`config.mk`:
```
export PLATFORM = sky130hd
export DESIGN_NAME = mc_ctrl
export DESIGN_NICKNAME = d
export VERILOG_FILES = /design/src/rtl/mc_pkg.sv /design/src/rtl/mc_decode.sv /design/src/rtl/mc_ctrl.sv
export SDC_FILE = /design/constraint.sdc
export NUM_CORES = 1
export LEC_CHECK = 0
export CELL_PAD_IN_SITES_DETAIL_PLACEMENT = 1
export CELL_PAD_IN_SITES_GLOBAL_PLACEMENT = 1
export CORE_UTILIZATION = 48
export CTS_CLUSTER_DIAMETER = 60
export DETAILED_ROUTE_END_ITERATION = 6
export DONT_BUFFER_PORTS = 1
export PLACE_DENSITY = 0.89
export SLEW_MARGIN = 20
export SYNTH_ARGS = -nofsm -noshare
export SYNTH_HDL_FRONTEND = slang
export SYNTH_SLANG_ARGS = --single-unit
```
`constraint.sdc`:
```
create_clock -name clk -period 2.08 [get_ports clk]
set_clock_uncertainty 0.05 [all_clocks]
set_input_delay 0.624 -clock clk [delete_from_list [all_inputs] [get_ports clk]]
set_output_delay 0.624 -clock clk [all_outputs]
set_load 0.02 [all_outputs]
```
`src/rtl/mc_pkg.sv`:
```
// Shared encodings for the multi-cycle main control FSM and its instruction decoder.
package mc_pkg;

  localparam logic [3:0] S_FETCH  = 4'd0;
  localparam logic [3:0] S_DECODE = 4'd1;
  localparam logic [3:0] S_EXE    = 4'd2;
  localparam logic [3:0] S_MEMADR = 4'd3;
  localparam logic [3:0] S_MEMRD  = 4'd4;
  localparam logic [3:0] S_MEMWR  = 4'd5;
  localparam logic [3:0] S_WB     = 4'd6;
  localparam logic [3:0] S_BRANCH = 4'd7;
  localparam logic [3:0] S_JUMP   = 4'd8;
  localparam logic [3:0] S_C0     = 4'd9;
  localparam logic [3:0] S_ERET   = 4'd10;
  localparam logic [3:0] S_INT    = 4'd11;

  localparam logic [5:0] OP_RTYPE = 6'b000000;
  localparam logic [5:0] OP_ORI   = 6'b001101;
  localparam logic [5:0] OP_LUI   = 6'b001111;
  localparam logic [5:0] OP_LW    = 6'b100011;
  localparam logic [5:0] OP_SW    = 6'b101011;
  localparam logic [5:0] OP_BEQ   = 6'b000100;
  localparam logic [5:0] OP_J     = 6'b000010;
  localparam logic [5:0] OP_JAL   = 6'b000011;
  localparam logic [5:0] OP_COP0  = 6'b010000;

  localparam logic [5:0] FN_ADDU  = 6'b100001;
  localparam logic [5:0] FN_SUBU  = 6'b100011;
  localparam logic [5:0] FN_JR    = 6'b001000;
  localparam logic [5:0] FN_ERET  = 6'b011000;

  localparam logic [4:0] RS_MFC0  = 5'b00000;
  localparam logic [4:0] RS_MTC0  = 5'b00100;
  localparam logic [4:0] RS_CO    = 5'b10000;

  localparam logic [2:0] ALU_ADD  = 3'b000;
  localparam logic [2:0] ALU_SUB  = 3'b001;
  localparam logic [2:0] ALU_OR   = 3'b010;
  localparam logic [2:0] ALU_LUI  = 3'b011;

  localparam logic [1:0] DST_RT   = 2'b00;
  localparam logic [1:0] DST_RD   = 2'b01;
  localparam logic [1:0] DST_R31  = 2'b10;

  localparam logic [1:0] M2R_ALU  = 2'b00;
  localparam logic [1:0] M2R_MEM  = 2'b01;
  localparam logic [1:0] M2R_JAL  = 2'b10;
  localparam logic [1:0] M2R_CP0  = 2'b11;

  localparam logic [1:0] JMP_SEQ  = 2'b00;
  localparam logic [1:0] JMP_J    = 2'b01;
  localparam logic [1:0] JMP_JR   = 2'b10;
  localparam logic [1:0] JMP_EPC  = 2'b11;

  localparam int CLS_W  = 14;
  localparam int C_ADDU = 0;
  localparam int C_SUBU = 1;
  localparam int C_ORI  = 2;
  localparam int C_LUI  = 3;
  localparam int C_LW   = 4;
  localparam int C_SW   = 5;
  localparam int C_BEQ  = 6;
  localparam int C_J    = 7;
  localparam int C_JAL  = 8;
  localparam int C_JR   = 9;
  localparam int C_MFC0 = 10;
  localparam int C_MTC0 = 11;
  localparam int C_ERET = 12;
  localparam int C_NOP  = 13;

  typedef logic [CLS_W-1:0] cls_t;

  // br marks S_BRANCH: PCWr there follows the live ALU zero flag.
  typedef struct packed {
    logic       pcwr;
    logic       br;
    logic       irwr;
    logic       npc_sel;
    logic [1:0] jump;
    logic       irq_take;
    logic       regwr;
    logic [1:0] regdst;
    logic [1:0] memtoreg;
    logic       alusrc;
    logic [2:0] aluop;
    logic       extop;
    logic       memwr;
    logic       cp0wr;
    logic       epcwr;
    logic       exlset;
    logic       exlclr;
  } ctl_t;

endpackage

```
`src/rtl/mc_decode.sv`:
```
// Combinational op/func/rs decode into a one-hot instruction class.
module mc_decode
  import mc_pkg::*;
(
  input  logic [5:0] op_i,
  input  logic [5:0] func_i,
  input  logic [4:0] rs_i,
  output cls_t       cls_o
);

  always_comb begin
    cls_o = '0;
    case (op_i)
      OP_RTYPE: begin
        case (func_i)
          FN_ADDU: cls_o[C_ADDU] = 1'b1;
          FN_SUBU: cls_o[C_SUBU] = 1'b1;
          FN_JR:   cls_o[C_JR]   = 1'b1;
          default: cls_o[C_NOP]  = 1'b1;
        endcase
      end
      OP_ORI:  cls_o[C_ORI] = 1'b1;
      OP_LUI:  cls_o[C_LUI] = 1'b1;
      OP_LW:   cls_o[C_LW]  = 1'b1;
      OP_SW:   cls_o[C_SW]  = 1'b1;
      OP_BEQ:  cls_o[C_BEQ] = 1'b1;
      OP_J:    cls_o[C_J]   = 1'b1;
      OP_JAL:  cls_o[C_JAL] = 1'b1;
      OP_COP0: begin
        if (rs_i == RS_MFC0)                          cls_o[C_MFC0] = 1'b1;
        else if (rs_i == RS_MTC0)                     cls_o[C_MTC0] = 1'b1;
        else if (rs_i == RS_CO && func_i == FN_ERET)  cls_o[C_ERET] = 1'b1;
        else                                          cls_o[C_NOP]  = 1'b1;
      end
      default: cls_o[C_NOP] = 1'b1;
    endcase
  end

endmodule

```
`src/rtl/mc_ctrl.sv`:
```
// Multi-cycle main control FSM; outputs are registered from the state being entered.
module mc_ctrl
  import mc_pkg::*;
#(
  parameter bit INT_EN      = 1'b1,
  parameter int HANDLER_CYC = 1
) (
  input  logic       clk,
  input  logic       reset,
  input  logic [5:0] op,
  input  logic [5:0] func,
  input  logic [4:0] rs,
  input  logic       zero,
  input  logic       irq,
  input  logic       ie,
  input  logic       exl,
  output logic       PCWr,
  output logic       IRWr,
  output logic       npc_sel,
  output logic [1:0] jump,
  output logic       irq_take,
  output logic       RegWr,
  output logic [1:0] RegDst,
  output logic [1:0] MemToReg,
  output logic       ALUSrc,
  output logic [2:0] ALUOp,
  output logic       ExtOp,
  output logic       MemWr,
  output logic       CP0Wr,
  output logic       EPCWr,
  output logic       EXLSet,
  output logic       EXLClr
);

  logic [3:0] state_q, state_d;
  cls_t       cls_q, cls_d, cls_dec;
  logic [1:0] cnt_q, cnt_d;
  logic       fresh_q, take_int, int_first;
  ctl_t       ctl_q;

  mc_decode u_decode (.op_i(op), .func_i(func), .rs_i(rs), .cls_o(cls_dec));

  function automatic ctl_t ctl_of(input logic [3:0] st, input cls_t cls, input logic first);
    ctl_t c;
    c = '0;
    case (st)
      S_FETCH: begin c.irwr = 1'b1; c.pcwr = 1'b1; end
      S_EXE: begin
        if (cls[C_SUBU])     c.aluop = ALU_SUB;
        else if (cls[C_ORI]) c.aluop = ALU_OR;
        else if (cls[C_LUI]) c.aluop = ALU_LUI;
        else                 c.aluop = ALU_ADD;
        c.alusrc = cls[C_ORI] | cls[C_LUI];
      end
      S_MEMADR: begin c.aluop = ALU_ADD; c.alusrc = 1'b1; c.extop = 1'b1; end
      S_MEMWR:  c.memwr = 1'b1;
      S_WB: begin
        c.regwr    = 1'b1;
        c.regdst   = (cls[C_ADDU] | cls[C_SUBU]) ? DST_RD : DST_RT;
        c.memtoreg = cls[C_LW] ? M2R_MEM : M2R_ALU;
      end
      S_BRANCH: begin c.aluop = ALU_SUB; c.npc_sel = 1'b1; c.br = 1'b1; end
      S_JUMP: begin
        c.pcwr = 1'b1;
        c.jump = cls[C_JR] ? JMP_JR : JMP_J;
        if (cls[C_JAL]) begin c.regwr = 1'b1; c.regdst = DST_R31; c.memtoreg = M2R_JAL; end
      end
      S_C0: begin
        if (cls[C_MFC0]) begin c.regwr = 1'b1; c.regdst = DST_RT; c.memtoreg = M2R_CP0; end
        c.cp0wr = cls[C_MTC0];
      end
      S_ERET: begin c.pcwr = 1'b1; c.jump = JMP_EPC; c.exlclr = 1'b1; end
      S_INT: if (first) begin c.epcwr = 1'b1; c.exlset = 1'b1; c.pcwr = 1'b1; c.irq_take = 1'b1; end
      default: c = '0;
    endcase
    return c;
  endfunction

  // Unrecognised encodings take a strobe-free pass through S_C0 so they still last three cycles.
  always_comb begin
    take_int = INT_EN && irq && ie && !exl;
    state_d  = state_q;
    cls_d    = cls_q;
    cnt_d    = cnt_q;
    if (fresh_q) begin
      state_d = S_FETCH;
    end else begin
      case (state_q)
        S_FETCH:  state_d = S_DECODE;
        S_DECODE: begin
          cls_d = cls_dec;
          if (cls_dec[C_ADDU] | cls_dec[C_SUBU] | cls_dec[C_ORI] | cls_dec[C_LUI]) state_d = S_EXE;
          else if (cls_dec[C_LW] | cls_dec[C_SW])                                 state_d = S_MEMADR;
          else if (cls_dec[C_BEQ])                                                state_d = S_BRANCH;
          else if (cls_dec[C_J] | cls_dec[C_JAL] | cls_dec[C_JR])                 state_d = S_JUMP;
          else if (cls_dec[C_ERET])                                               state_d = S_ERET;
          else if (cls_dec[C_MFC0] | cls_dec[C_MTC0] | cls_dec[C_NOP])            state_d = S_C0;
          else                                                                    state_d = S_FETCH;
        end
        S_EXE:    state_d = S_WB;
        S_MEMADR: state_d = cls_q[C_LW] ? S_MEMRD : S_MEMWR;
        S_MEMRD:  state_d = S_WB;
        S_MEMWR, S_WB, S_BRANCH, S_JUMP, S_C0: begin
          state_d = take_int ? S_INT : S_FETCH;
          cnt_d   = '0;
        end
        S_ERET:   state_d = S_FETCH;
        S_INT: begin
          if (cnt_q == 2'(HANDLER_CYC - 1)) state_d = S_FETCH;
          cnt_d = cnt_q + 2'd1;
        end
        default:  state_d = S_FETCH;
      endcase
    end
    int_first = (state_d == S_INT) && (cnt_d == 2'd0);
  end

  // fresh_q spends the first edge after reset loading the S_FETCH strobes.
  always_ff @(posedge clk or posedge reset) begin
    if (reset) begin
      state_q <= S_FETCH;
      cls_q   <= '0;
      cnt_q   <= '0;
      fresh_q <= 1'b1;
      ctl_q   <= '0;
    end else begin
      state_q <= state_d;
      cls_q   <= cls_d;
      cnt_q   <= cnt_d;
      fresh_q <= 1'b0;
      ctl_q   <= ctl_of(state_d, cls_d, int_first);
    end
  end

  assign PCWr     = ctl_q.pcwr | (ctl_q.br & zero);
  assign IRWr     = ctl_q.irwr;
  assign npc_sel  = ctl_q.npc_sel;
  assign jump     = ctl_q.jump;
  assign irq_take = ctl_q.irq_take;
  assign RegWr    = ctl_q.regwr;
  assign RegDst   = ctl_q.regdst;
  assign MemToReg = ctl_q.memtoreg;
  assign ALUSrc   = ctl_q.alusrc;
  assign ALUOp    = ctl_q.aluop;
  assign ExtOp    = ctl_q.extop;
  assign MemWr    = ctl_q.memwr;
  assign CP0Wr    = ctl_q.cp0wr;
  assign EPCWr    = ctl_q.epcwr;
  assign EXLSet   = ctl_q.exlset;
  assign EXLClr   = ctl_q.exlclr;

endmodule
```
==> flow_metrics.tcl, run 1 <==
set metrics [dict create \
    status "complete, no violations" \
    netlist_instances 196 \
    wl_per_cell_um 21.5 \
    setup_viol 0 \
    row_count 22 \
    critical-path-top-delay-family "simple AND/OR/NAND/NOR gates" \
    critPathMaxStageDelay_ns 0.46 \
    antennaDiodeCount 0 \
    ys_async_sr_fraction_pct 100 \
    power.ir.vdd_worst_uv 268 \
    postSynth.topFlopCell "dfrtp_1" \
    path_class "flip-flop to flip-flop" \
    cts_hold_buffers 0 \
    start_kind "flip-flop" \
    hold_path_class "primary input to async pin" \
    routed-via-count 1541 \
    max_freq_mhz 486 \
    ys_types 65 \
    post-layout-total-power_uw 1920 \
    max_capacitance_violation_count 0 \
    place_hpwl_um 3950 \
    grt_first_pass_wirelength_um 8390 \
    ctsRootBufferMaster "clkbuf_8" \
    drtPass1Iterations 4 \
    power.density_mw_per_mm2 835 \
    post-place-ws_ns -0.222 \
    avgSynthCellArea_um2 9.93 \
    final_nets 239 \
    timing.critical_path.to_type "flip-flop" \
    fin_crit_ns 2.06 \
    dieWidth_um 65.7 \
    dp.cells 252 \
    worst-endpoint-required_ns 2.25 \
    fp.dieArea_mm2 0.00431 \
    grt_pass1_vias 1653 \
    hold_violations 0 \
    grt_overflow_total 0 \
    grt_antenna_before_repair 0 \
    grt_start_max_net_pins 17 \
    critical_path_buf_inv_count 1 \
    design.portCount 44 \
    relSlewSlack_pct 58.8 \
    critical_path_slowest_stage_cell "dfrtp_2" \
    drt.antenna.violating_nets 0 \
    placeableCoreArea_mm2 0.00377 \
    leakagePower_uw 0.00102 \
    slew_violations 0 \
    synth_seq_cells 31 \
    drc 0 \
    gp_congestion 0.814 \
    initial_core_util_pct 51.6 \
    fin_cells 264 \
    setup_repair_after_global_routing_missed_its_margin "true" \
    worst_setup_hold_path_clk_slew_ns 0.07 \
    layout-area-overhead-vs-synth_pct 18.3 \
    layout_setup_ws_ns 0.0219 \
    clock_sink_count 31 \
    finalCritPeriodShare_pct 98.9 \
    yosys_warnings 0 \
    cts.htree.levels 2 \
    drt_iter0_markers 74 \
    ys_top_cells_by_area "dfrtp_1 (39%), buf_4 (4.6%), nand2_1 (2.7%)" \
    yosysSeqAreaShare_pct 39.9 \
    timing.critical_path.arrival_ns 2.23 \
    tns_ns 0 \
    final_layout_size_suffix_gt1_share_pct 37.5 \
    global_route.usage.total_pct 26.6 \
    post-synth-top-area-cell "dfrtp_1" \
    post_drt_via_cell_ratio 5.84 \
    cts_buffer_depth 2 \
    hold_ws_ns 0.202 \
    wl_um 5680 \
    dieHeight_um 65.7 \
    critical_path_peak_fanout 7 \
    cts_tree "yes" \
    synth_top_area_share_pct 38.6 \
    transition_time_at_the_pin_with_the_least_slew_margin_ns 0.616 \
    tritoncts.num_buffers 5 \
    netlist_area_mm2 0.00195 \
    crit_path_cell_trace "nor4b_4 -> buf_4 -> and2b_2 -> and3_1 -> nand4_1 -> a31oi_1 -> mux2i_1 -> nor2_1" \
    portBuffers 0 \
    worst_skew_pair.late_latency_ns 0.29 \
    synth_edf_count 0 \
]
## stage by stage
step           util (%)  area (um2)
6_report           61.0        2300
5_1_grt            61.0        2300
4_1_cts            59.6        2250
3_5_place_dp       55.8        2110
3_3_place_gp       55.8        2110
2_1_floorplan         -        1970
## cells by family after synthesis
kind of cell / count (synthesis) / synth area share, %
AND/OR/NAND/NOR: 86 / 31.0
flip-flops: 31 / 39.9
XOR/XNOR: 1 / 0.450
adder cells (fa/ha/maj): 1 / 0.643
multiplexers: 4 / 2.12
AO/OA/AOI/OAI: 41 / 15.7
buffers and inverters: 31 / 9.96
other: 1 / 0.193
## sequential cells by signal, indices dropped and copies added, names as in the netlist
register  count
cnt_q         2
EXLClr        1
cls_q         6
MemToReg      2
EPCWr         1
npc_sel       1
RegDst        2
MemWr         1
fresh_q       1
CP0Wr         1
ALUSrc        1
RegWr         1
IRWr          1
ExtOp         1
state_q       4
jump          2
ctl_q         1
ALUOp         2
## cell usage in the layout, fill, tap and decap left out, types with 4 or more instances in the layout
master / n
nor2_1: 14
clkbuf_8: 6
nand3_1: 4
o21ai_0: 4
nand2b_1: 6
inv_1: 7
nand4_1: 4
nor3_2: 5
dfrtp_1: 28
nand2_1: 14
buf_4: 30
nand3b_1: 4
## worst paths after layout
| path | from | to | slack [ns] | cells after the start |
|---|---|---|---|---|
| min in group clk | func[1] | cls_q[0] | 0.37 | 1 |
| worst min-delay path | reset | npc_sel | 0.20 | 2 |
| worst min register to register | cls_q[3] | cls_q[3] | 0.45 | 2 |
| worst max register to register | state_q[3] | ALUOp[0] | 0.02 | 8 |
| worst max-delay path | state_q[3] | ALUOp[0] | 0.02 | 8 |
| max in group asynchronous | reset | fresh_q | 1.52 | 2 |
## where the power goes
part           internal (uW)  total [uW]  switching (uW)
clock network            387         616             228
registers                649         705            55.9
logic                    263         602             339
## cells in the mapped netlist, drive strengths merged, types with 2 or more instances
cell,instances
mux2i,3
o21a,4
and3,2
a211oi,4
nor4b,2
o22a,2
nor2,16
dfrtp,30
a21o,2
nand4b,2
o31ai,3
nand3b,4
nand2,15
nand4,4
inv,9
buf,19
or2,4
a31oi,3
clkbuf,2
nand2b,6
nor3,8
and2b,2
nor4,4
nor3b,3
nand3,8
o21ai,8
a21oi,5
## cell type report
cell class / count / area (um2)
fillers: 414 / 1470
multi-input cells: 135 / 1050
flip-flops and latches: 31 / 779
repair buffers: 32 / 256
clock buffers: 6 / 82.6
well taps: 48 / 60.1
inverters: 10 / 42.5
clock inverters: 2 / 35.0
## repair_timing
item | in CTS | in global routing
resized for setup | 3 | 12
pin swaps | 3 | 7
setup endpoints to repair | 3 | 7
gates cloned | 0 | 0
buffers inserted | 2 | 2
## per-layer routing
metal | share of wire, % | global-route usage, %
met1 | 41 | 28.9
met2 | 54 | 49.2
met3 | 3.5 | 6.08
met4 | 2.1 | 10.1
met5 | 0 | 0
Power figures use the tool's default switching activity.
==> run 2: changes to the inputs <==
Settings changed: GPL_TIMING_DRIVEN from default to 1.
==> results of run 2 <==
Same layout as run 1: the final DEF is identical, and so are final timing and power.
==> run 3: changes to the inputs <==
Settings changed: SYNTH_HIERARCHICAL from default to 1.
==> run 3 against run 2 <==
Effect of this change: the run now ends with negative setup slack left; worst hold slack improved by 0.071 ns; count of clock-buffer cells in the layout decreased by 1; first-iteration DRC count increased by 140%; setup slack got worse by 0.89 ns; largest cell class unchanged; global-route usage increased by 12 points; combinational power increased by 57%; sequential power increased by 8.5%; non-clock buffer count increased by 21.
==> flow_metrics.tcl, run 3 <==
set metrics [dict create \
    status "complete, but fails checks" \
    failed_checks "negative setup slack" \
    synth.area.mux_share_pct 6.70 \
    ys_top_cells_by_area "dfrtp_1 (41%), mux2_2 (4.5%), buf_4 (4.1%)" \
    grt_overflow_total 0 \
    worst_r2r_path_depth 7 \
    synth_compound_gate_area_share_pct 15.4 \
    hold_path_class "primary input to async pin" \
    grt_first_pass_wirelength_um 12000 \
    drtPass1Iterations 7 \
    routed-via-count 2016 \
    layout_setup_ws_ns -0.864 \
    fin_cells 298 \
    transition_time_at_the_pin_with_the_least_slew_margin_ns 0.721 \
    crit_path_cell_trace "or4b_4 -> buf_4 -> nand2_1 -> a2111oi_0 -> or3_4 -> o41ai_4 -> nor3_4 -> or4_4 -> o32ai_4" \
    layout.cells.most_common "buf_4" \
    hold_violations 0 \
    postSynth.topFlopCell "dfrtp_1" \
    drt.antenna.violating_nets 0 \
    worst_setup_hold_path_clk_slew_ns 0.09 \
    placeableCoreArea_mm2 0.00403 \
    relSlewSlack_pct 51.5 \
    grt_start_max_net_pins 35 \
    wl_um 9090 \
    setup_repair_after_global_routing_missed_its_margin "true" \
    ctsRootBufferMaster "clkbuf_8" \
    largest_reg_flops 9 \
    portBuffers 0 \
    antennaDiodeCount 0 \
    slew_violations 0 \
    critical_path_buf_inv_count 1 \
    finalCritPeriodShare_pct 142 \
    post_drt_via_cell_ratio 6.77 \
    timing.critical_path.arrival_ns 3.11 \
    tritoncts.num_buffers 5 \
    max_capacitance_violation_count 0 \
    layout-area-overhead-vs-synth_pct 39.6 \
    cts_buffer_depth 2 \
    hold_ws_ns 0.273 \
    fp.dieArea_mm2 0.00447 \
    row_count 23 \
    tns_ns -13.76 \
    synth_adder_area_share_pct 0.620 \
    worst_skew_pair.late_latency_ns 0.31 \
    critical_path_peak_fanout 4 \
    cts_hold_buffers 0 \
    setup_viol 22 \
    dieHeight_um 66.8 \
    synth_most_common_cell "dfrtp_1" \
    timing.critical_path.to_type "flip-flop" \
    yosysSeqAreaShare_pct 42.2 \
    path_class "primary input to flip-flop" \
    dieWidth_um 66.8 \
    synth_xor_xnor_area_share_pct 0.434 \
    post-synth-top-area-cell "dfrtp_1" \
    fin_area_mm2 0.00282 \
    synth_top_area_share_pct 40.9 \
    power.ir.vdd_worst_uv 689 \
    final_layout_size_suffix_gt1_share_pct 51.6 \
    dp.cells 277 \
    netlist_instances 203 \
    power.density_mw_per_mm2 880 \
    cts.htree.levels 2 \
    critical_path_slowest_stage_cell "or4b_4" \
    drt_iter0_markers 180 \
    commonest_cells_in_the_netlist "dfrtp_1 (33), nor2_1 (19), nand2_1 (14)" \
    ys_types 61 \
    main_combinational_cell_family_by_area_after_synthesis "simple AND/OR/NAND/NOR gates" \
    ys_async_sr_fraction_pct 100 \
    wl_per_cell_um 30.5 \
    critical-path-top-delay-family "simple AND/OR/NAND/NOR gates" \
    fin_crit_ns 2.94 \
    largestRegisters "cls_q x9, state_q x4" \
    avgSynthCellArea_um2 9.94 \
    leakagePower_uw 0.00118 \
    place_hpwl_um 4790 \
    clock_sink_count 34 \
    crit-reg2reg-capture "ALUOp[0]" \
    yosys_warnings 6 \
    place_area_mm2 0.00230 \
    worst-endpoint-required_ns 2.24 \
    final_cell_mix "buf_4 (46), dfrtp_1 (33), nand2_1 (13)" \
    global_route.usage.total_pct 38.9 \
    synth_edf_count 0 \
    drc 0 \
    max_flop_register "cls_q" \
    netlist_area_mm2 0.00202 \
    synth_seq_cells 34 \
    final_nets 271 \
    start_kind "primary input" \
    yosys.area_share.simple_pct 26.3 \
    critPathMaxStageDelay_ns 0.56 \
    worst-r2r-setup-slack_ns -0.36 \
    gp_congestion 0.872 \
    timing.rr.start "state_q[2]" \
    grt_antenna_before_repair 0 \
    grt_pass1_vias 2012 \
    max_freq_mhz 340 \
    design.portCount 44 \
    cts_tree "yes" \
    initial_core_util_pct 50.1 \
]
==> run 3: worst max path at each step <==
| stage | depth (start not counted) | end | slack [ns] | from |
|---|---|---|---|---|
| after floorplan | 8 | ALUOp[0] | -0.92 | func[1] |
| after CTS | 8 | ALUOp[0] | -0.78 | func[1] |
| after detailed placement | 9 | IRWr | -1.14 | func[1] |
| final | 9 | ALUOp[0] | -0.86 | func[1] |
| after global placement | 8 | ALUOp[0] | -0.93 | func[1] |
| after global routing | 9 | ALUOp[0] | -0.91 | func[1] |
==> run 3: layer usage <==
layer	GRT usage, %	part of all wire, %	up-vias
met4	16.5	6.3	0
met2	63.8	46	149
met5	0	0	-
met3	9.25	8.0	60
li1	-	-	812
met1	48.4	39	995
==> run 3: final cells by class <==
type,count,area [um2]
multi-input combinational,141,1280
fill,406,1210
sequential,34,852
timing repair buffer,53,433
clock buffer,5,68.8
clock inverter,3,68.8
tap,50,62.6
inverter,12,46.3
==> run 3: timing repair <==
| action | CTS | global route |
|---|---|---|
| pin swaps | 6 | 10 |
| gates resized for setup | 32 | 23 |
| endpoints found under the setup margin | 21 | 24 |
| setup buffers | 3 | 11 |
| endpoints found under the hold margin | 0 | 0 |
==> run 3: where the power goes <==
part           switching, uW  total, uW  internal, uW
sequential              60.9        765           704
combinational            532        946           413
clock                    288        768           481
==> run 3: cell families after synthesis <==
kind of cell               Yosys count
other                                1
DFF                                 34
AOI/OAI and AO/OA                   37
and+or+nand+nor                     88
muxes                               12
buffers and inverters               29
adders and majority gates            1
xor gates and xnor gates             1
==> run 3: through the flow <==
step	util, %	total power [uW]	worst slack (ns)
4_1_cts	65.0	2220	-0.778
3_3_place_gp	57.0	1300	-0.928
5_1_grt	69.9	2530	-0.912
2_1_floorplan	-	1150	-0.917
6_report	69.9	2480	-0.864
3_5_place_dp	57.0	1340	-1.14
